File: src/rtl/ixc_assign_sched_8_if.sv
// Bundle of requester, grant and output-stage signals for ixc_assign_sched_8.
// The master side is the requester/downstream environment; the slave side is the scheduler.
interface ixc_assign_sched_8_if #(
    parameter int unsigned NREQ = 4,
    parameter int unsigned W    = 8
);
    logic [NREQ-1:0] REQ;
    logic [NREQ-1:0] MASK;
    logic [W-1:0]    D0;
    logic [W-1:0]    D1;
    logic [W-1:0]    D2;
    logic [W-1:0]    D3;
    logic [NREQ-1:0] GNT;
    logic [W-1:0]    L;
    logic            LV;
    logic            LR;
    logic            BUSY;
    logic [7:0]      STALL;

    modport master (
        output REQ, MASK, D0, D1, D2, D3, LR,
        input  GNT, L, LV, BUSY, STALL
    );

    modport slave (
        input  REQ, MASK, D0, D1, D2, D3, LR,
        output GNT, L, LV, BUSY, STALL
    );
endinterface

File: src/rtl/ixc_assign_sched_8.sv
// Round-robin scheduler: four requesters share one registered 8-bit assign path
// with a single-entry output stage and a saturating stall counter.
module ixc_assign_sched_8 #(
    parameter int unsigned NREQ = 4,
    parameter int unsigned W    = 8
) (
    input logic                 CLK,
    input logic                 RST,
    ixc_assign_sched_8_if.slave bus
);
    typedef enum logic [1:0] {StEmpty, StFull, StHold} state_e;

    state_e          r_state;
    logic [1:0]      r_ptr;
    logic [W-1:0]    r_l;
    logic            r_lv;
    logic [7:0]      r_stall;

    logic [NREQ-1:0] w_elig;
    logic            w_take;
    logic            w_found;
    logic [1:0]      w_idx;
    logic [1:0]      w_win;
    logic [NREQ-1:0] w_gnt;
    logic [W-1:0]    w_data;

    assign w_elig = bus.REQ & ~bus.MASK;
    // Reset suppresses the grant so nothing looks granted while RST is high.
    assign w_take = ~RST & (~r_lv | bus.LR) & (|w_elig);

    always_comb begin
        w_found = 1'b0;
        w_idx   = '0;
        w_win   = '0;
        for (int k = 0; k < int'(NREQ); k++) begin
            w_idx = r_ptr + 2'(k);
            if (!w_found && w_elig[w_idx]) begin
                w_found = 1'b1;
                w_win   = w_idx;
            end
        end
    end

    always_comb begin
        w_gnt = '0;
        if (w_take) begin
            w_gnt[w_win] = 1'b1;
        end
    end

    always_comb begin
        w_data = '0;
        unique case (w_win)
            2'd0:    w_data = bus.D0;
            2'd1:    w_data = bus.D1;
            2'd2:    w_data = bus.D2;
            2'd3:    w_data = bus.D3;
            default: w_data = '0;
        endcase
    end

    always_ff @(posedge CLK) begin
        if (RST) begin
            r_state <= StEmpty;
            r_ptr   <= '0;
            r_l     <= '0;
            r_lv    <= 1'b0;
            r_stall <= '0;
        end else begin
            if (w_take) begin
                r_l     <= w_data;
                r_lv    <= 1'b1;
                r_ptr   <= w_win + 2'd1;
                r_state <= StFull;
            end else if (r_lv && bus.LR) begin
                r_lv    <= 1'b0;
                r_state <= StEmpty;
            end else if (r_lv) begin
                r_state <= StHold;
            end

            if (r_lv && !bus.LR) begin
                r_stall <= (r_stall != 8'hFF) ? r_stall + 8'd1 : r_stall;
            end else begin
                r_stall <= '0;
            end
        end
    end

    assign bus.GNT   = w_gnt;
    assign bus.L     = r_l;
    assign bus.LV    = r_lv;
    assign bus.BUSY  = r_lv;
    assign bus.STALL = r_stall;
endmodule

File: src/flat_wrapper.sv
// flat-port wrapper written by rule: the top's interface ports become plain ports
module ixc_assign_sched_8_flat 
#(
    parameter int unsigned NREQ = 4,
    parameter int unsigned W    = 8
)
  (CLK, RST, bus_REQ, bus_MASK, bus_D0, bus_D1, bus_D2, bus_D3, bus_LR, bus_GNT, bus_L, bus_LV, bus_BUSY, bus_STALL);
  ixc_assign_sched_8_if #(.NREQ(NREQ), .W(W)) bus_i ();
  input logic CLK;
  input logic RST;
  input wire logic [$bits(bus_i.REQ)-1:0] bus_REQ;
  input wire logic [$bits(bus_i.MASK)-1:0] bus_MASK;
  input wire logic [$bits(bus_i.D0)-1:0] bus_D0;
  input wire logic [$bits(bus_i.D1)-1:0] bus_D1;
  input wire logic [$bits(bus_i.D2)-1:0] bus_D2;
  input wire logic [$bits(bus_i.D3)-1:0] bus_D3;
  input wire logic [$bits(bus_i.LR)-1:0] bus_LR;
  output wire logic [$bits(bus_i.GNT)-1:0] bus_GNT;
  output wire logic [$bits(bus_i.L)-1:0] bus_L;
  output wire logic [$bits(bus_i.LV)-1:0] bus_LV;
  output wire logic [$bits(bus_i.BUSY)-1:0] bus_BUSY;
  output wire logic [$bits(bus_i.STALL)-1:0] bus_STALL;
  assign bus_i.REQ = bus_REQ;
  assign bus_i.MASK = bus_MASK;
  assign bus_i.D0 = bus_D0;
  assign bus_i.D1 = bus_D1;
  assign bus_i.D2 = bus_D2;
  assign bus_i.D3 = bus_D3;
  assign bus_i.LR = bus_LR;
  assign bus_GNT = bus_i.GNT;
  assign bus_L = bus_i.L;
  assign bus_LV = bus_i.LV;
  assign bus_BUSY = bus_i.BUSY;
  assign bus_STALL = bus_i.STALL;
  ixc_assign_sched_8 #(.NREQ(NREQ), .W(W)) u_core (.CLK(CLK), .RST(RST), .bus(bus_i));
endmodule
File: config.mk
export PLATFORM = sky130hd
export DESIGN_NAME = ixc_assign_sched_8_flat
export DESIGN_NICKNAME = d
export VERILOG_FILES = /design/src/rtl/ixc_assign_sched_8_if.sv /design/src/rtl/ixc_assign_sched_8.sv /design/src/flat_wrapper.sv
export SDC_FILE = /design/constraint.sdc
export NUM_CORES = 1
export LEC_CHECK = 0
export CAP_MARGIN = 20
export CORE_MARGIN = 2
export CORE_UTILIZATION = 44
export CTS_BUF_LIST = sky130_fd_sc_hd__clkbuf_16
export CTS_CLUSTER_SIZE = 14
export DETAILED_ROUTE_END_ITERATION = 16
export PLACE_DENSITY = 0.95
export SLEW_MARGIN = 20
export SYNTH_ARGS = -nofsm -noshare
export SYNTH_HDL_FRONTEND = slang
export SYNTH_SLANG_ARGS = --single-unit
File: constraint.sdc
create_clock -name CLK -period 3.6 [get_ports CLK]
set_input_delay 0.36 -clock CLK [delete_from_list [all_inputs] [get_ports CLK]]
set_output_delay 0.36 -clock CLK [all_outputs]
set_load 0.01 [all_outputs]
Word level (Yosys, flattened, before mapping)
Index checks and enable logic that the tools add are counted.
{ "totals": {"ff_bits": 19, "inputBits": 43, "out_inout_bits": 22, "word_cells": 62} }
{ "op_classes": {"n_addsub": 5, "order_cmp": 6, "eq_ne": 4, "muxes": 21, "bitwise": 8, "reduce_logical": 14} }
{ "op_table": {"columns": ["op", "count"], "rows": [
  ["$pmux 8 s4", 1],
  ["$lt 2x3->1 const B", 5],
  ["$mux 1", 10],
  ["$add 8x1->8 const B", 1],
  ["$bmux 1 s2", 4],
  ["$mux 2", 4],
  ["$ne 8x8->1 const B", 1],
  ["$logic_and 1x1->1", 6],
  ["$add 2x1->2 const B", 2],
  ["$add 2x2->2 const B", 2],
  ["$and 4x4->4", 1],
  ["$eq 2x2->1 const B", 2],
  ["$logic_not 1->1", 4],
  ["$mux 4", 1],
  ["$not 4->4", 1],
  ["$reduce_or 4->1", 1],
  ["$not 1->1", 3],
  ["$and 1x1->1", 2],
  ["$demux 1 s2", 1],
  ["$eq 2x1->1 const B", 1],
  ["$ge 2x1->1 const B", 1],
  ["$logic_not 2->1", 1],
  ["$reduce_bool 2->1", 1],
  ["$reduce_or 2->1", 1],
  ["$or 1x1->1", 1]
]} }

Depth between registers and ports, before layout
{ "depth": {"ltp_word": 19, "depth_mapped": 11, "ltp_nobuf": 9} }

Worst setup path after synthesis
No wires, ideal clock.
{ "synth_path": {"path_kind": "input to register", "start": "input port bus_MASK[2]", "end": "register u_core.r_l[6], in the netlist u_core.bus.L[6]", "setup_time_ns": 0.086, "arrival_ns": 2.060, "required_ns": 3.514, "path_slack_ns": 1.454, "cell_stages": 10, "path_buffers": 1, "cell_sequence": "nand2b_2 -> a311oi_1 -> a2bb2oi_1 -> inv_1 -> ha_1 -> buf_2 -> nor2b_1 -> nor2_1 -> a41oi_2 -> a211oi_1"} }
{ "synth_between": {"elab_chain_cells": 16, "elab_cells_between_ends": 30, "cone_classes": "eq/ne: 3; mux: 16; bitwise: 3; reduce/logical: 8"} }
{ "synth_rtl": {"columns": ["item", "line", "text"], "rows": [
  ["start, declared", "flat_wrapper.sv:12", "input wire logic [$bits(bus_i.MASK)-1:0] bus_MASK;"],
  ["$not 4->4 *", "ixc_assign_sched_8.sv:27", "assign w_elig = bus.REQ & ~bus.MASK;"],
  ["$and 4x4->4 *", "ixc_assign_sched_8.sv:27", null],
  ["$bmux 1 s2", "ixc_assign_sched_8.sv:37", "if (!w_found && w_elig[w_idx]) begin"],
  ["$mux 1 (implied by the code)", "ixc_assign_sched_8.sv:37", null],
  ["$mux 1", "ixc_assign_sched_8.sv:37", null],
  ["$logic_not 1->1", "ixc_assign_sched_8.sv:37", null],
  ["$logic_and 1x1->1", "ixc_assign_sched_8.sv:37", null],
  ["$mux 1", "ixc_assign_sched_8.sv:37", null],
  ["$logic_not 1->1", "ixc_assign_sched_8.sv:37", null],
  ["$logic_and 1x1->1", "ixc_assign_sched_8.sv:37", null],
  ["$mux 1", "ixc_assign_sched_8.sv:37", null],
  ["$logic_not 1->1", "ixc_assign_sched_8.sv:37", null],
  ["$logic_and 1x1->1", "ixc_assign_sched_8.sv:37", null],
  ["$mux 2", "ixc_assign_sched_8.sv:37", null],
  ["$eq 2x2->1 (tied with other cells)", "ixc_assign_sched_8.sv:53", "unique case (w_win)"],
  ["$pmux 8 s4", "ixc_assign_sched_8.sv:53", null],
  ["end signal, assigned", "ixc_assign_sched_8.sv:71", "r_l <= w_data;"],
  ["end, declared", "ixc_assign_sched_8.sv:15", "logic [W-1:0] r_l;"]
]} }
Mark *: on every way between the ends. The rest lies on a longest branch, timed or not. The select of a mux whose other input is x is not followed.
A chain may end at the register's enable or synchronous reset.

Final worst setup path
{ "layout_path": {"start": "input port bus_MASK[3]", "end": "output port bus_GNT[1]"} }
{ "layout_between": {"elab_chain_cells": 19, "elab_cells_between_ends": 31, "cone_classes": "order compare: 2; mux: 18; bitwise: 3; reduce/logical: 8"} }
{ "layout_rtl": {"columns": ["item", "line", "text"], "rows": [
  ["$not 4->4 *", "ixc_assign_sched_8.sv:27", null],
  ["$and 4x4->4 *", "ixc_assign_sched_8.sv:27", null],
  ["$bmux 1 s2", "ixc_assign_sched_8.sv:37", null],
  ["$mux 1 (implied by the code)", "ixc_assign_sched_8.sv:37", null],
  ["$mux 1", "ixc_assign_sched_8.sv:37", null],
  ["$logic_not 1->1", "ixc_assign_sched_8.sv:37", null],
  ["$logic_and 1x1->1", "ixc_assign_sched_8.sv:37", null],
  ["$mux 1", "ixc_assign_sched_8.sv:37", null],
  ["[3 not listed]", null, null],
  ["$logic_not 1->1", "ixc_assign_sched_8.sv:37", null],
  ["$logic_and 1x1->1", "ixc_assign_sched_8.sv:37", null],
  ["$mux 2", "ixc_assign_sched_8.sv:37", null],
  ["$lt 2x3->1 (implied by the code) / $ge 2x1->1 (equally long branches)", "ixc_assign_sched_8.sv:47", "w_gnt[w_win] = 1'b1;"],
  ["$logic_and 1x1->1 (implied by the code)", "ixc_assign_sched_8.sv:47", null],
  ["$mux 1 (implied by the code)", "ixc_assign_sched_8.sv:47", null],
  ["$demux 1 s2", null, null],
  ["$mux 4 *", "ixc_assign_sched_8.sv:46", "if (w_take) begin"],
  ["end, declared", "flat_wrapper.sv:18", "output wire logic [$bits(bus_i.GNT)-1:0] bus_GNT;"]
]} }
Marked as above.

==> impl_metrics.json <==
{
  "critPathBufInv": 3,
  "via_count_of_the_first_global_routing_pass": 1368,
  "synth.top_cells.by_count": "nor2_1 (23), dfxtp_1 (19), nor2b_1 (12)",
  "detailroute.via_count": 1478,
  "timing_worst_slew_pin_value_ns": 0.500,
  "setup.worst_path.start_class": "input port",
  "synth_flop_cell": "dfxtp_1",
  "netlist_instances": 156,
  "critical_path.max_fanout": 11,
  "timing.fmax_mhz": 323,
  "synth_enable_flop_cells": 0,
  "routed_wl_um": 3980,
  "initial_antenna_violation_count": 0,
  "timing.critical_path.max_delay_family": "buffers and inverters",
  "area_growth_pct": 49.2,
  "cts_root_buf": "clkbuf_16",
  "synth-seq-cells": 19,
  "die_h_um": 59.5,
  "rows": 20,
  "worst_hold_startpoint": "u_core.bus.L[0]",
  "cts.clk_slew.worst_paths_ns": 0.05,
  "timing.critical_path.slowest_cell_delay_ns": 0.53,
  "drtPass1Iterations": 6,
  "timing_worst_setup_path_type": "in -> out",
  "power.density_cell_area_mw_per_mm2": 347,
  "synthArstFlopShare": 0,
  "synth.net_count": 203,
  "hold_buffers": 0,
  "timing.clock.skew_ns": 0.00134,
  "met2RoutedLength_um": 2150,
  "pin_count_of_the_biggest_net_entering_global_routing": 17,
  "status": "complete, no violations",
  "n_antenna_cell": 0,
  "cts_setup_buffers": 0,
  "synth_area_mm2": 0.00136,
  "arrival_ns": 2.74,
  "final.fill_count": 248,
  "maxCapViolCount": 0,
  "cts_tree": "yes",
  "die_w_um": 59.5,
  "post_cts_resize_count": 0,
  "clk_latency_ns": 0.25,
  "synth_adder_area_share": 0.0369,
  "avgViaCountPerCell": 5.98,
  "h-tree-depth": 1,
  "finalSetupTns_ns": 0,
  "regToRegStartpoint": "u_core.r_ptr[1]",
  "timing.critical_path.from": "bus_MASK[3]",
  "core-area_mm2": 0.00298,
  "cts-buffers-inserted": 3,
  "post-synth-top-count-cell": "nor2_1",
  "route.top_layer_used": "met4",
  "synth-compound-area-share": 0.343,
  "synth_top_area_cell": "dfxtp_1",
  "synthSimpleGateAreaFrac": 0.224,
  "drt_iter0_markers": 115,
  "grt_use_total": 0.230,
  "fin_nets": 262,
  "final-max-slew-violation-count": 0,
  "rr_worst_depth": 8,
  "synth-xor-area-share": 0.0129,
  "ant_nets": 0,
  "synth_top_area_frac": 0.281,
  "synth.area.mux_share": 0.00739,
  "p_leak_nw": 0.731,
  "post-dp-hpwl_um": 3060,
  "critical_path_cell_count": 8,
  "hold_path_depth": 2,
  "grt_first_pass_wirelength_um": 6130,
  "synth_area_leaders": "dfxtp_1 (28%), a41oi_2 (9.6%), nor2_1 (6.4%), a211oi_1 (5.5%), nor2b_1 (5.5%)",
  "critical_path.most_common_cell": "clkdlybuf4s50_1",
  "routedWlPerCell_um": 16.1,
  "final_period_minus_worst_setup_slack_ns": 3.10,
  "i_o_buffers": 64,
  "number_of_ports_placed_on_the_die_boundary": 65,
  "worst_setup_path_end_kind": "primary output",
  "timing.hold.worst.class": "reg -> reg",
  "wl_met1_um": 1510,
  "wl_met3_um": 192,
  "seq_area_frac_synth": 0.281,
  "r2r_setup_slack_ns": 1.34,
  "finalHoldViolations": 0,
  "synth.yosys.warnings": 0,
  "timing.max_slew.rel_slack": 0.666,
  "post-route-period-util": 0.860,
  "worst_voltage_drop_across_the_vdd_grid_mv": 0.291,
  "clk_path_buf_depth": 2,
  "share_of_final_layout_standard_cells_stronger_than_drive_strength_1": 0.0935,
  "setup_repair_after_global_routing_missed_its_margin": "false",
  "dpl_worst_slack_ns": 0.541,
  "drc_errors": 0,
  "ys_types": 42,
  "effective_utilization_at_floorplan": 0.455,
  "average_cell_area_after_synthesis_um2": 8.69,
  "clkSinkCount": 19,
  "report.final.setup_viol": 0,
  "required_arrival_time_at_the_worst_endpoint_ns": 3.24,
  "timing.final.ws_setup_ns": 0.502,
  "combinational_family_with_the_most_area_after_synthesis": "compound AO/OA/AOI/OAI gates",
  "die_area_mm2": 0.00354,
  "global_route.overflow_total": 0,
  "crit_chain": "clkdlybuf4s50_1 > nand2b_1 > o21ai_0 > a2bb2oi_1 > inv_1 > ha_1 > and3_1 > clkdlybuf4s50_1",
  "globalplace.congestion": 0.807,
  "critical-path-slowest-cell": "clkdlybuf4s50_1"
}
metrics by stage:
step	total power, W	std cells	hold slack (ns)	util	cell area [um^2]
2_1_floorplan	0.000384	156	0.433	-	1360
3_3_place_gp	0.000469	243	0.496	0.652	1940
3_5_place_dp	0.000476	243	0.509	0.652	1940
4_1_cts	0.000703	247	0.521	0.679	2020
5_1_grt	0.000735	247	0.530	0.679	2020
6_report	0.000702	247	0.521	0.679	2020
area by class of cell:
class | instances | area, um^2 | share of cell area
Multi-Input combinational cell | 120 | 846 | 0.418
Timing Repair Buffer | 66 | 656 | 0.324
Sequential cell | 19 | 380 | 0.188
Clock buffer | 3 | 75.1 | 0.0371
Tap cell | 33 | 41.3 | 0.0204
Inverter | 5 | 18.8 | 0.00928
Clock inverter | 1 | 5.00 | 0.00248
per-layer routing:
metal | track usage | up-vias
met5 | 0 | -
met4 | 0.0984 | 0
met3 | 0.0415 | 14
met2 | 0.430 | 63
met1 | 0.251 | 697
li1 | - | 704
where the power goes:
part	switching, W	internal [W]	total [W]	leakage, nW
Sequential	0.0000102	0.000224	0.000234	0.156
Clock	0.0000791	0.000149	0.000228	0.0409
Combinational	0.000112	0.000127	0.000240	0.535
final timing paths:
check / end
min reg2reg: u_core.bus.L[0]
max: bus_GNT[1]
min: u_core.bus.L[0]
max reg2reg: u_core.bus.L[5]
sequential cells by signal, indices dropped and copies added (netlist names):
signal and cells:
u_core.bus.BUSY 1, u_core.bus.STALL 8, u_core.r_ptr 2, u_core.bus.L 8
cells by family (layout without fill, tap and decap cells):
kind of cell	Yosys count	in the layout
buffers and inverters	17	75
AOI/OAI and AO/OA	55	55
xor gates and xnor gates	2	2
DFF	19	19
adders and majority gates	4	4
and+or+nand+nor	58	58
muxes	1	1
tightest hold or removal path, stage by stage, from the launching register on:
cell and delay, ns:
dfxtp_1 0.31, a21oi_1 0.11, a211oi_1 0.05
placed cells by master (no fill, tap or decap), types with 2 or more instances in the layout:
cell / netlist / routed
a211oi_1: 10 / 10
a21oi_1: 10 / 10
a221oi_1: 8 / 8
a31oi_1: 3 / 3
a41oi_2: 8 / 8
and3_1: 3 / 3
buf_4: 1 / 2
clkbuf_16: 0 / 3
clkdlybuf4s50_1: 0 / 64
dfxtp_1: 19 / 19
ha_1: 4 / 4
inv_1: 5 / 5
nand2_1: 3 / 3
nand2b_1: 4 / 4
nand3_1: 4 / 4
nor2_1: 23 / 23
nor2b_1: 12 / 12
nor3_1: 2 / 2
o21ai_0: 5 / 5
o221ai_1: 2 / 2
(Power assumes the default switching activity.)
